<file path="config.mk">
export PLATFORM = sky130hd
export DESIGN_NAME = mem_access_ctrl
export DESIGN_NICKNAME = d
export VERILOG_FILES = /design/src/rtl/mem_access_ctrl_pkg.sv /design/src/rtl/mem_access_ctrl_readdata.sv /design/src/rtl/mem_access_ctrl_writedata.sv /design/src/rtl/mem_access_ctrl.sv
export SDC_FILE = /design/constraint.sdc
export NUM_CORES = 1
export LEC_CHECK = 0
export BUFFER_PORTS_ARGS = -buffer_cell sky130_fd_sc_hd__buf_4
export CAP_MARGIN = 20
export CORE_MARGIN = 2
export CORE_UTILIZATION = 24
export DETAILED_ROUTE_END_ITERATION = 6
export SKIP_LAST_GASP = 1
export SYNTH_ARGS = -nofsm -noshare
export SYNTH_HDL_FRONTEND = slang
export SYNTH_SLANG_ARGS = --single-unit
</file>
<file path="constraint.sdc">
create_clock -name clk -period 4.18 [get_ports clk]
set_input_delay 0 -clock clk [delete_from_list [all_inputs] [get_ports clk]]
set_output_delay 0 -clock clk [all_outputs]
set_load 0.03 [all_outputs]
</file>
<file path="src/rtl/mem_access_ctrl_pkg.sv">
// ---------------------------------------------------------------------------
// mem_access_ctrl_pkg : shared types for the memory-stage sequencer. Rev 1.0
// ---------------------------------------------------------------------------
`default_nettype none

package mem_access_ctrl_pkg;

  typedef enum logic [2:0] {
    MSIZE1 = 3'd0,
    MSIZE2 = 3'd1,
    MSIZE4 = 3'd2,
    MSIZE8 = 3'd3
  } msize_t;

  typedef enum logic [1:0] {
    IDLE  = 2'd0,
    BUSY  = 2'd1,
    DONE  = 2'd2,
    DRAIN = 2'd3
  } mem_state_t;

  typedef struct packed {
    logic        valid;
    logic [63:0] addr;
    msize_t      size;
    logic [7:0]  strobe;
    logic [63:0] data;
  } dbus_req_t;

  typedef struct packed {
    logic        addr_ok;
    logic        data_ok;
    logic [63:0] data;
  } dbus_resp_t;

  function automatic logic [7:0] msize_mask(input msize_t msize);
    logic [7:0] mask;
    case (msize)
      MSIZE1:  mask = 8'h01;
      MSIZE2:  mask = 8'h03;
      MSIZE4:  mask = 8'h0F;
      MSIZE8:  mask = 8'hFF;
      default: mask = 8'h00;
    endcase
    return mask;
  endfunction

endpackage

`default_nettype wire

</file>
<file path="src/rtl/mem_access_ctrl_readdata.sv">
// ---------------------------------------------------------------------------
// mem_access_ctrl_readdata : load lane extraction, extension, misalign check.
// Rev 1.0
// ---------------------------------------------------------------------------
`default_nettype none

module mem_access_ctrl_readdata
  import mem_access_ctrl_pkg::*;
(
  input  logic [63:0] data,
  input  logic [2:0]  addr,
  input  msize_t      msize,
  input  logic        is_unsigned,
  output logic [63:0] rdata,
  output logic        load_misalign
);

  logic [63:0] shifted;

  always_comb begin
    shifted       = data >> {addr, 3'b000};
    rdata         = '0;
    load_misalign = 1'b0;
    case (msize)
      MSIZE1: rdata = is_unsigned ? {56'd0, shifted[7:0]} : {{56{shifted[7]}}, shifted[7:0]};
      MSIZE2: begin
        load_misalign = addr[0];
        rdata = is_unsigned ? {48'd0, shifted[15:0]} : {{48{shifted[15]}}, shifted[15:0]};
      end
      MSIZE4: begin
        load_misalign = |addr[1:0];
        rdata = is_unsigned ? {32'd0, shifted[31:0]} : {{32{shifted[31]}}, shifted[31:0]};
      end
      MSIZE8: begin
        load_misalign = |addr;
        rdata         = shifted;
      end
      default: load_misalign = 1'b1;
    endcase
  end

endmodule

`default_nettype wire

</file>
<file path="src/rtl/mem_access_ctrl_writedata.sv">
// ---------------------------------------------------------------------------
// mem_access_ctrl_writedata : store lane placement, strobes, misalign check.
// Rev 1.0
// ---------------------------------------------------------------------------
`default_nettype none

module mem_access_ctrl_writedata
  import mem_access_ctrl_pkg::*;
(
  input  logic [2:0]  addr,
  input  msize_t      msize,
  input  logic [63:0] wdata,
  output logic [7:0]  strobe,
  output logic [63:0] data,
  output logic        store_misalign
);

  always_comb begin
    strobe = msize_mask(msize) << addr;
    data   = wdata << {addr, 3'b000};
    case (msize)
      MSIZE1:  store_misalign = 1'b0;
      MSIZE2:  store_misalign = addr[0];
      MSIZE4:  store_misalign = |addr[1:0];
      MSIZE8:  store_misalign = |addr;
      default: store_misalign = 1'b1;
    endcase
  end

endmodule

`default_nettype wire

</file>
<file path="src/rtl/mem_access_ctrl.sv">
// ---------------------------------------------------------------------------
// mem_access_ctrl : M-stage load/store sequencer driving the dbus handshake.
// Rev 1.0
// ---------------------------------------------------------------------------
`default_nettype none

module mem_access_ctrl
  import mem_access_ctrl_pkg::*;
#(
  parameter int TIMEOUT = 0
) (
  input  logic        clk,
  input  logic        reset,
  input  logic        flush,
  input  logic        req_valid,
  input  logic        req_is_load,
  input  logic        req_is_store,
  input  logic [63:0] req_addr,
  input  msize_t      req_msize,
  input  logic        req_unsigned,
  input  logic [63:0] req_wdata,
  output logic        req_ready,
  output logic        resp_valid,
  output logic [63:0] resp_rdata,
  output logic        load_misalign,
  output logic        store_misalign,
  input  logic        resp_ack,
  output dbus_req_t   dreq,
  input  dbus_resp_t  dresp,
  output logic        bus_timeout
);

  localparam int CNT_W = (TIMEOUT > 0) ? $clog2(TIMEOUT + 1) : 1;
  localparam logic [CNT_W-1:0] CNT_MAX = CNT_W'(TIMEOUT);

  mem_state_t       state_q, state_d;
  logic [63:0]      addr_q, addr_d;
  msize_t           msize_q, msize_d;
  logic             unsigned_q, unsigned_d;
  logic [63:0]      wdata_q, wdata_d;
  logic             is_load_q, is_load_d;
  logic [63:0]      rdata_q, rdata_d;
  logic             load_mis_q, load_mis_d;
  logic             store_mis_q, store_mis_d;
  logic [CNT_W-1:0] cnt_q, cnt_d;

  logic             in_idle, in_done, bus_active;
  logic [2:0]       sel_addr;
  msize_t           sel_msize;
  logic [63:0]      rd_data, wr_data;
  logic             rd_misalign, wr_misalign;
  logic [7:0]       wr_strobe;
  logic [CNT_W-1:0] cnt_inc;
  logic             unused_addr_ok;

  assign in_idle        = (state_q == IDLE);
  assign in_done        = (state_q == DONE);
  assign bus_active     = (state_q == BUSY) || (state_q == DRAIN);
  assign unused_addr_ok = dresp.addr_ok;

  // In IDLE the helpers judge the incoming request; afterwards the latched op.
  assign sel_addr  = in_idle ? req_addr[2:0] : addr_q[2:0];
  assign sel_msize = in_idle ? req_msize     : msize_q;
  assign cnt_inc   = (cnt_q == CNT_MAX) ? cnt_q : cnt_q + 1'b1;

  mem_access_ctrl_readdata u_readdata (
    .data          (dresp.data),
    .addr          (sel_addr),
    .msize         (sel_msize),
    .is_unsigned   (unsigned_q),
    .rdata         (rd_data),
    .load_misalign (rd_misalign)
  );

  mem_access_ctrl_writedata u_writedata (
    .addr           (sel_addr),
    .msize          (sel_msize),
    .wdata          (wdata_q),
    .strobe         (wr_strobe),
    .data           (wr_data),
    .store_misalign (wr_misalign)
  );

  always_comb begin
    state_d     = state_q;
    addr_d      = addr_q;
    msize_d     = msize_q;
    unsigned_d  = unsigned_q;
    wdata_d     = wdata_q;
    is_load_d   = is_load_q;
    rdata_d     = rdata_q;
    load_mis_d  = load_mis_q;
    store_mis_d = store_mis_q;
    cnt_d       = cnt_q;
    case (state_q)
      IDLE: begin
        if (req_valid && !flush) begin
          addr_d      = req_addr;
          msize_d     = req_msize;
          unsigned_d  = req_unsigned;
          wdata_d     = req_wdata;
          is_load_d   = req_is_load;
          rdata_d     = '0;
          load_mis_d  = req_is_load && rd_misalign;
          store_mis_d = req_is_store && wr_misalign;
          cnt_d       = '0;
          state_d     = (load_mis_d || store_mis_d) ? DONE : BUSY;
        end
      end
      BUSY: begin
        cnt_d = cnt_inc;
        if (dresp.data_ok) begin
          rdata_d = is_load_q ? rd_data : '0;
          state_d = flush ? IDLE : DONE;
        end else if (flush) begin
          state_d = DRAIN;
        end
      end
      DONE: begin
        if (flush || resp_ack) state_d = IDLE;
      end
      DRAIN: begin
        cnt_d = cnt_inc;
        if (dresp.data_ok) state_d = IDLE;
      end
      default: state_d = IDLE;
    endcase
  end

  always_ff @(posedge clk) begin
    if (reset) begin
      state_q     <= IDLE;
      addr_q      <= '0;
      msize_q     <= MSIZE1;
      unsigned_q  <= 1'b0;
      wdata_q     <= '0;
      is_load_q   <= 1'b0;
      rdata_q     <= '0;
      load_mis_q  <= 1'b0;
      store_mis_q <= 1'b0;
      cnt_q       <= '0;
    end else begin
      state_q     <= state_d;
      addr_q      <= addr_d;
      msize_q     <= msize_d;
      unsigned_q  <= unsigned_d;
      wdata_q     <= wdata_d;
      is_load_q   <= is_load_d;
      rdata_q     <= rdata_d;
      load_mis_q  <= load_mis_d;
      store_mis_q <= store_mis_d;
      cnt_q       <= cnt_d;
    end
  end

  always_comb begin
    req_ready      = in_idle && !flush && !reset;
    resp_valid     = in_done;
    resp_rdata     = in_done ? rdata_q : '0;
    load_misalign  = in_done && load_mis_q;
    store_misalign = in_done && store_mis_q;
    bus_timeout    = (TIMEOUT != 0) && bus_active && (cnt_q == CNT_MAX);
    dreq           = '0;
    if (bus_active) begin
      dreq.valid  = 1'b1;
      dreq.addr   = addr_q;
      dreq.size   = msize_q;
      dreq.strobe = is_load_q ? 8'h00 : wr_strobe;
      dreq.data   = is_load_q ? 64'd0 : wr_data;
    end
  end

endmodule

`default_nettype wire

</file>
==> flow_summary.toml, run 1 <==
[worst_hold_path]
hp-start = "dresp[45]"
hp-class = "in2reg"

[sta]
max_freq_mhz = 265.9
clock_skew_ps = 15.41
period_minus_slack_ps = 3761
worst_pin_slew_ps = 1116
slew_viol_final = 0
period_share_pct = 89.98
holdWs_ps = 31.74
setup-tns-final_ps = 0
rsz0062_at_grt = "false"
hold_viol_final = 0
slew_headroom_pct = 25.33
setup_viol = 0
layout_setup_ws_ps = 418.9

[detailed_routing]
drt_pass1_iterations = 5
first_iter_violations = 1258
final_antenna_net_count = 0
drc_errors = 0
vias = 15570
wl_per_cell_um = 21.06
wl_mm = 62.18
via_per_inst = 5.274

[synthesis]
synth-adder-area-share_pct = 0
ys_async_sr_fraction_pct = 0
ys_warn_count = 0
synth_edf_count = 0
synth.avg_cell_area_um2 = 7.029
synth-seq-area-share_pct = 32.09
synthMuxAreaShare_pct = 1.976
ys_ff_latch = 201
synth_xor_area_share_pct = 0
synth-simple-area-share_pct = 30.23
synth_area_mm2 = 0.01254
synth_compound_area_share_pct = 29.55
syn_nets = 1989
synthFlopType = "dfxtp_1"
yosysUniqueCellTypes = 70
synth_cells = 1784
synth_top_family_by_area = "simple AND/OR/NAND/NOR gates"

[die]
core_area_mm2 = 0.05151
initial_utilization_pct = 24.34
die_y_um = 232.6
ios = 414
die-area_mm2 = 0.05409
die_w_um = 232.6
fp-row-count = 83

[placement]
dp_slack_ps = 995.3
dp_hpwl_mm = 43.98
gp_congestion = 0.9114
portBuffers = 411
dp.cells = 2739
placed_area_mm2 = 0.01613

[critical_path]
crit_start = "state_q[0]"
cp_common_cell = "buf_4"
path_cells = "nor2_2 > mux2_4 > buf_4 > a21oi_1 > a211oi_1 > buf_4"
cp_data_required_time_ps = 4180
slowest_stage = "mux2_4"
crit_fanout = 55
crit_type = "reg2out"
critPathCaptureType = "output pin"
cp_data_arrival_time_ps = 3760
crit_path_max_incr_delay_ps = 790
r2r_start = "state_q[0]"
critPathLaunchType = "flip-flop"

[grt]
grt_pass1_vias = 15000
antenna_found_initial = 1
grt_max_degree = 85
top_usage_layer = "met2"
use_met2_pct = 37.35
grt_pass1_wl_mm = 91.16
overflow = 0
grt_use_met1_pct = 27.41
grtUsageTotal_pct = 21.77
met3_usage_pct = 4.816

[cells_and_area]
utilization_pct = 36.34
layout.cells.non_filler = 2952
antennaDiodeCount = 0
fin_area_mm2 = 0.01872
final_cell_mix = "443 x buf_4, 409 x nand2_1, 263 x a21oi_1, 200 x dfxtp_1, 164 x dlygate4sd3_1"
nets = 2457
syn2layout_area_growth_pct = 49.27
final_common_cell = "buf_4"
drive_gt1_share_pct = 23.81

[job]
maxCapViolations = 0

[pwr]
power_mw = 6.284
peakVddDrop_mv = 0.2332
p_leak_nw = 7.508
p_per_area_mw_per_mm2 = 335.7

[clock_tree]
insertion_delay_ps = 570
post_cts_buffers = 0
clock_sinks = 201
cts.clk_slew.worst_paths_ps = 60
clockBufferDepth = 3
cts_made_buffers = 26
cts_hold_buf = 164
htreeDepth = 1
cts_root_buf = "clkbuf_16"
cts_tree = "yes"
post_cts_resized = 0

[status]
outcome = "complete, no violations"
-- layer usage --
| layer | share of wire (%) | wire length (um) |
|---|---|---|
| met1 | 41 | 25190 |
| met5 | 0.013 | 8 |
| met2 | 48 | 29990 |
| met3 | 8.5 | 5303 |
| met4 | 2.7 | 1691 |
-- final timing paths --
path / end / slack [ps] / cells after the start
worst max-delay path: dreq[54] / 420 / 6
worst min-delay path: rdata_q[5] / 30 / 5
worst max register to register: rdata_q[0] / 750 / 7
worst min register to register: store_mis_q / 450 / 2
-- Yosys cell counts, drive strengths merged (2+ instances only) --
master | count | area share [%]
o221ai | 7 | 0.49
o2bb2ai | 5 | 0.35
nor3b | 3 | 0.22
nor2b | 3 | 0.15
a32o | 2 | 0.16
a21o | 33 | 2.0
a31o | 14 | 0.98
o21ai | 49 | 2.0
a32oi | 26 | 2.1
clkbuf | 110 | 3.3
a2111oi | 2 | 0.29
nor3 | 19 | 0.85
o31ai | 9 | 0.54
nand2b | 3 | 0.15
or2 | 5 | 0.25
or3 | 5 | 0.25
nand4 | 4 | 0.20
a31oi | 43 | 2.3
a211oi | 52 | 3.1
a311oi | 16 | 1.2
dfxtp | 201 | 32
inv | 9 | 0.27
nor2 | 46 | 1.4
mux2i | 21 | 1.7
and2 | 144 | 7.2
mux2 | 3 | 0.27
buf | 62 | 2.6
o211ai | 17 | 1.0
o21a | 5 | 0.36
o22ai | 3 | 0.15
nand3 | 109 | 4.4
and3 | 33 | 1.6
and3b | 8 | 0.56
or4b | 2 | 0.19
a211o | 8 | 0.56
nor4 | 2 | 0.22
a22oi | 16 | 0.96
or3b | 2 | 0.16
a21oi | 264 | 11
nand2 | 411 | 12
-- worst max-delay path, delay by kind of cell, from the launching register on --
kind / cells / cell delay (ps)
and+or+nand+nor: 1 / 660
buffers and inverters: 2 / 770
AOI/OAI and AO/OA: 2 / 560
muxes: 1 / 790
DFF: 1 / 370
-- power breakdown --
| part | total, mW | switching [mW] | internal (mW) |
|---|---|---|---|
| Sequential | 2.05 | 0.0629 | 1.99 |
| Clock | 2.49 | 0.977 | 1.51 |
| Combinational | 1.75 | 1.11 | 0.638 |
| Total | 6.28 | 2.15 | 4.14 |
-- sequential cells by signal, indices dropped and copies added, names as in the netlist --
signal / cells
state_q: 2
unsigned_q: 1
load_mis_q: 1
is_load_q: 1
addr_q: 64
wdata_q: 64
rdata_q: 64
msize_q: 3
store_mis_q: 1
-- logic make-up after synthesis --
logic type / after synthesis
buf+inv: 181
compound gates: 577
flops: 201
simple gates: 800
other cells: 1
mux: 24
-- layout make-up --
cell class | instances | area (um2)
Clock buffer | 34 | 710.7
Fill cell | 5410 | 32790
Sequential cell | 201 | 4025
Inverter | 9 | 33.78
Timing Repair Buffer | 612 | 5067
Multi-Input combinational cell | 1402 | 7818
Tap cell | 680 | 850.8
Clock inverter | 14 | 212.7
(Power assumes the default switching activity.)
==> run 2, diff against run 1 <==
--- a/config.mk
+++ b/config.mk
@@ -10,6 +10,7 @@
 export CORE_MARGIN = 2
 export CORE_UTILIZATION = 24
 export DETAILED_ROUTE_END_ITERATION = 6
+export RECOVER_POWER = 50
 export SKIP_LAST_GASP = 1
 export SYNTH_ARGS = -nofsm -noshare
 export SYNTH_HDL_FRONTEND = slang
==> run 2 against run 1 <==
  * The run now ends with design-rule violations, max-capacitance violations, max-slew violations left
  * Clock power hardly changed
  * Via count is 0.51% higher
  * Die area stayed put
  * Power is 0.19% lower
  * Utilization is 0.35 points lower
  * Sequential share of layout area is 0.21 points higher
  * Critical path type unchanged
  * Largest power group unchanged
  * Highest routed layer unchanged
==> flow_summary.toml, run 2 (synthesis gave the netlist of run 1 again) <==
[clock_tree]
clockBufferDepth = 3
cts.clk_slew.worst_paths_ps = 60
insertion_delay_ps = 570
cts_made_buffers = 26
htreeDepth = 1
cts_root_buf = "clkbuf_16"
cts_tree = "yes"
clock_sinks = 201

[status]
failed_checks = "design-rule violations, max-capacitance violations, max-slew violations"
outcome = "finished with violations"

[detailed_routing]
via_per_inst = 5.301
drt_pass1_iterations = 7
drc_errors = 1
first_iter_violations = 1345
final_antenna_net_count = 0
vias = 15650
wl_mm = 62.36
wl_per_cell_um = 21.12

[sta]
rsz0062_at_grt = "false"
slew_headroom_pct = -13.16
hold_viol_final = 0
setup_viol = 0
period_share_pct = 90.92
max_freq_mhz = 263.1
setup-tns-final_ps = 0
clock_skew_ps = 15.20
period_minus_slack_ps = 3800
slew_viol_final = 83
worst_pin_slew_ps = 1697

[cells_and_area]
fin_area_mm2 = 0.01854
nFillCells = 5444
final_common_cell = "nand2_1"
utilization_pct = 35.98
syn2layout_area_growth_pct = 47.81
nets = 2457
drive_gt1_share_pct = 21.88
final_cell_mix = "409 x nand2_1, 401 x buf_4, 263 x a21oi_1, 201 x dfxtp_1, 164 x dlygate4sd3_1"
reg.largest.list = "addr_q: 64 flops, rdata_q: 64 flops, wdata_q: 64 flops"
antennaDiodeCount = 0

[critical_path]
crit_fanout = 55
crit_buf_inv = 2
slowest_stage = "mux2_4"
path_depth = 6
path_cells = "nor2_2 > mux2_4 > buf_4 > a21oi_1 > a211oi_1 > buf_4"
cp_common_cell = "buf_4"
crit_path_max_incr_delay_ps = 790
cp_data_required_time_ps = 4180
critPathCaptureType = "output pin"
r2r_cells = 5
path_delay_family = "multiplexers"
critPathLaunchType = "flip-flop"
crit_type = "reg2out"
cp_data_arrival_time_ps = 3800
worst-r2r-setup-slack_ps = 660

[pwr]
p_leak_nw = 7.230
peakVddDrop_mv = 0.2314
p_per_area_mw_per_mm2 = 338.3

[die]
die-area_mm2 = 0.05409
initial_utilization_pct = 24.34
core_area_mm2 = 0.05151
die_y_um = 232.6
die_w_um = 232.6
fp-row-count = 83
ios = 414

[worst_hold_path]
hp-class = "in2reg"
hold_path_depth = 5

[placement]
gp_congestion = 0.9114
placed_area_mm2 = 0.01613
dp_hpwl_mm = 43.98
portBuffers = 411

[grt]
grtUsageTotal_pct = 21.77
overflow = 0
antenna_found_initial = 1
grt_pass1_wl_mm = 91.16
grt_pass1_vias = 15000
grt_max_degree = 85

[job]
maxCapViolations = 1
## run 2: changes by cell type in the layout (fill, tap and decap cells not counted), sizes merged
cell	change
buf	-43
clkbuf	+43
## run 2: final timing paths
check | start | to
setup / recovery | state_q[0] | dreq[54]
setup reg to reg | state_q[0] | addr_q[24]
hold / removal | dresp[38] | rdata_q[6]
hold reg to reg | store_mis_q | store_mis_q
## run 2: power by group
group / total [mW] / switching (mW) / internal [mW]
registers: 2.05 / 0.0628 / 1.99
clock network: 2.48 / 0.971 / 1.51
logic: 1.74 / 1.11 / 0.631
total: 6.27 / 2.14 / 4.13
## run 2: final cells by class
| class | instances | area [um2] | share of cell area, % |
|---|---|---|---|
| multi-input cells | 1402 | 7809 | 42.13 |
| repair buffers | 612 | 4895 | 26.41 |
| flip-flops and latches | 201 | 4024 | 21.71 |
| well taps | 680 | 850.8 | 4.590 |
| clock buffers | 34 | 710.7 | 3.834 |
| clock inverters | 14 | 212.7 | 1.148 |
| inverters | 9 | 33.78 | 0.1823 |
## run 2: worst reg2reg max path: stages, from the launching register on
cell,delay [ps]
dfxtp_1,400
nor2_2,680
and2_2,1430
nand2_1,240
a21oi_1,180
dlygate4sd3_1,550
## run 2: routing by layer
layer	GRT usage [%]	vias to the layer above	share of wire, %
li1	-	7256	-
met3	4.816	91	8.4
met4	5.673	2	2.5
met1	27.41	7592	41
met2	37.35	707	48
met5	0	-	0.013
## run 2: repair_timing
action,4_1_cts,5_1_grt
buffers inserted,0,0
endpoints found under the hold margin,160,0
gates resized for setup,0,0
hold buffers,164,0
## run 2: stage by stage
step           power (mW)  hold slack (ps)  worst slack [ps]  std cells
2_1_floorplan       3.045            122.2              1589       1784
3_3_place_gp        3.645            247.8              1049       2739
3_5_place_dp        3.662            254.5             995.3       2739
4_1_cts             6.294            3.799             473.8       2951
5_1_grt             6.521            51.72             222.5       2952
6_report            6.271            38.12             379.7       2952
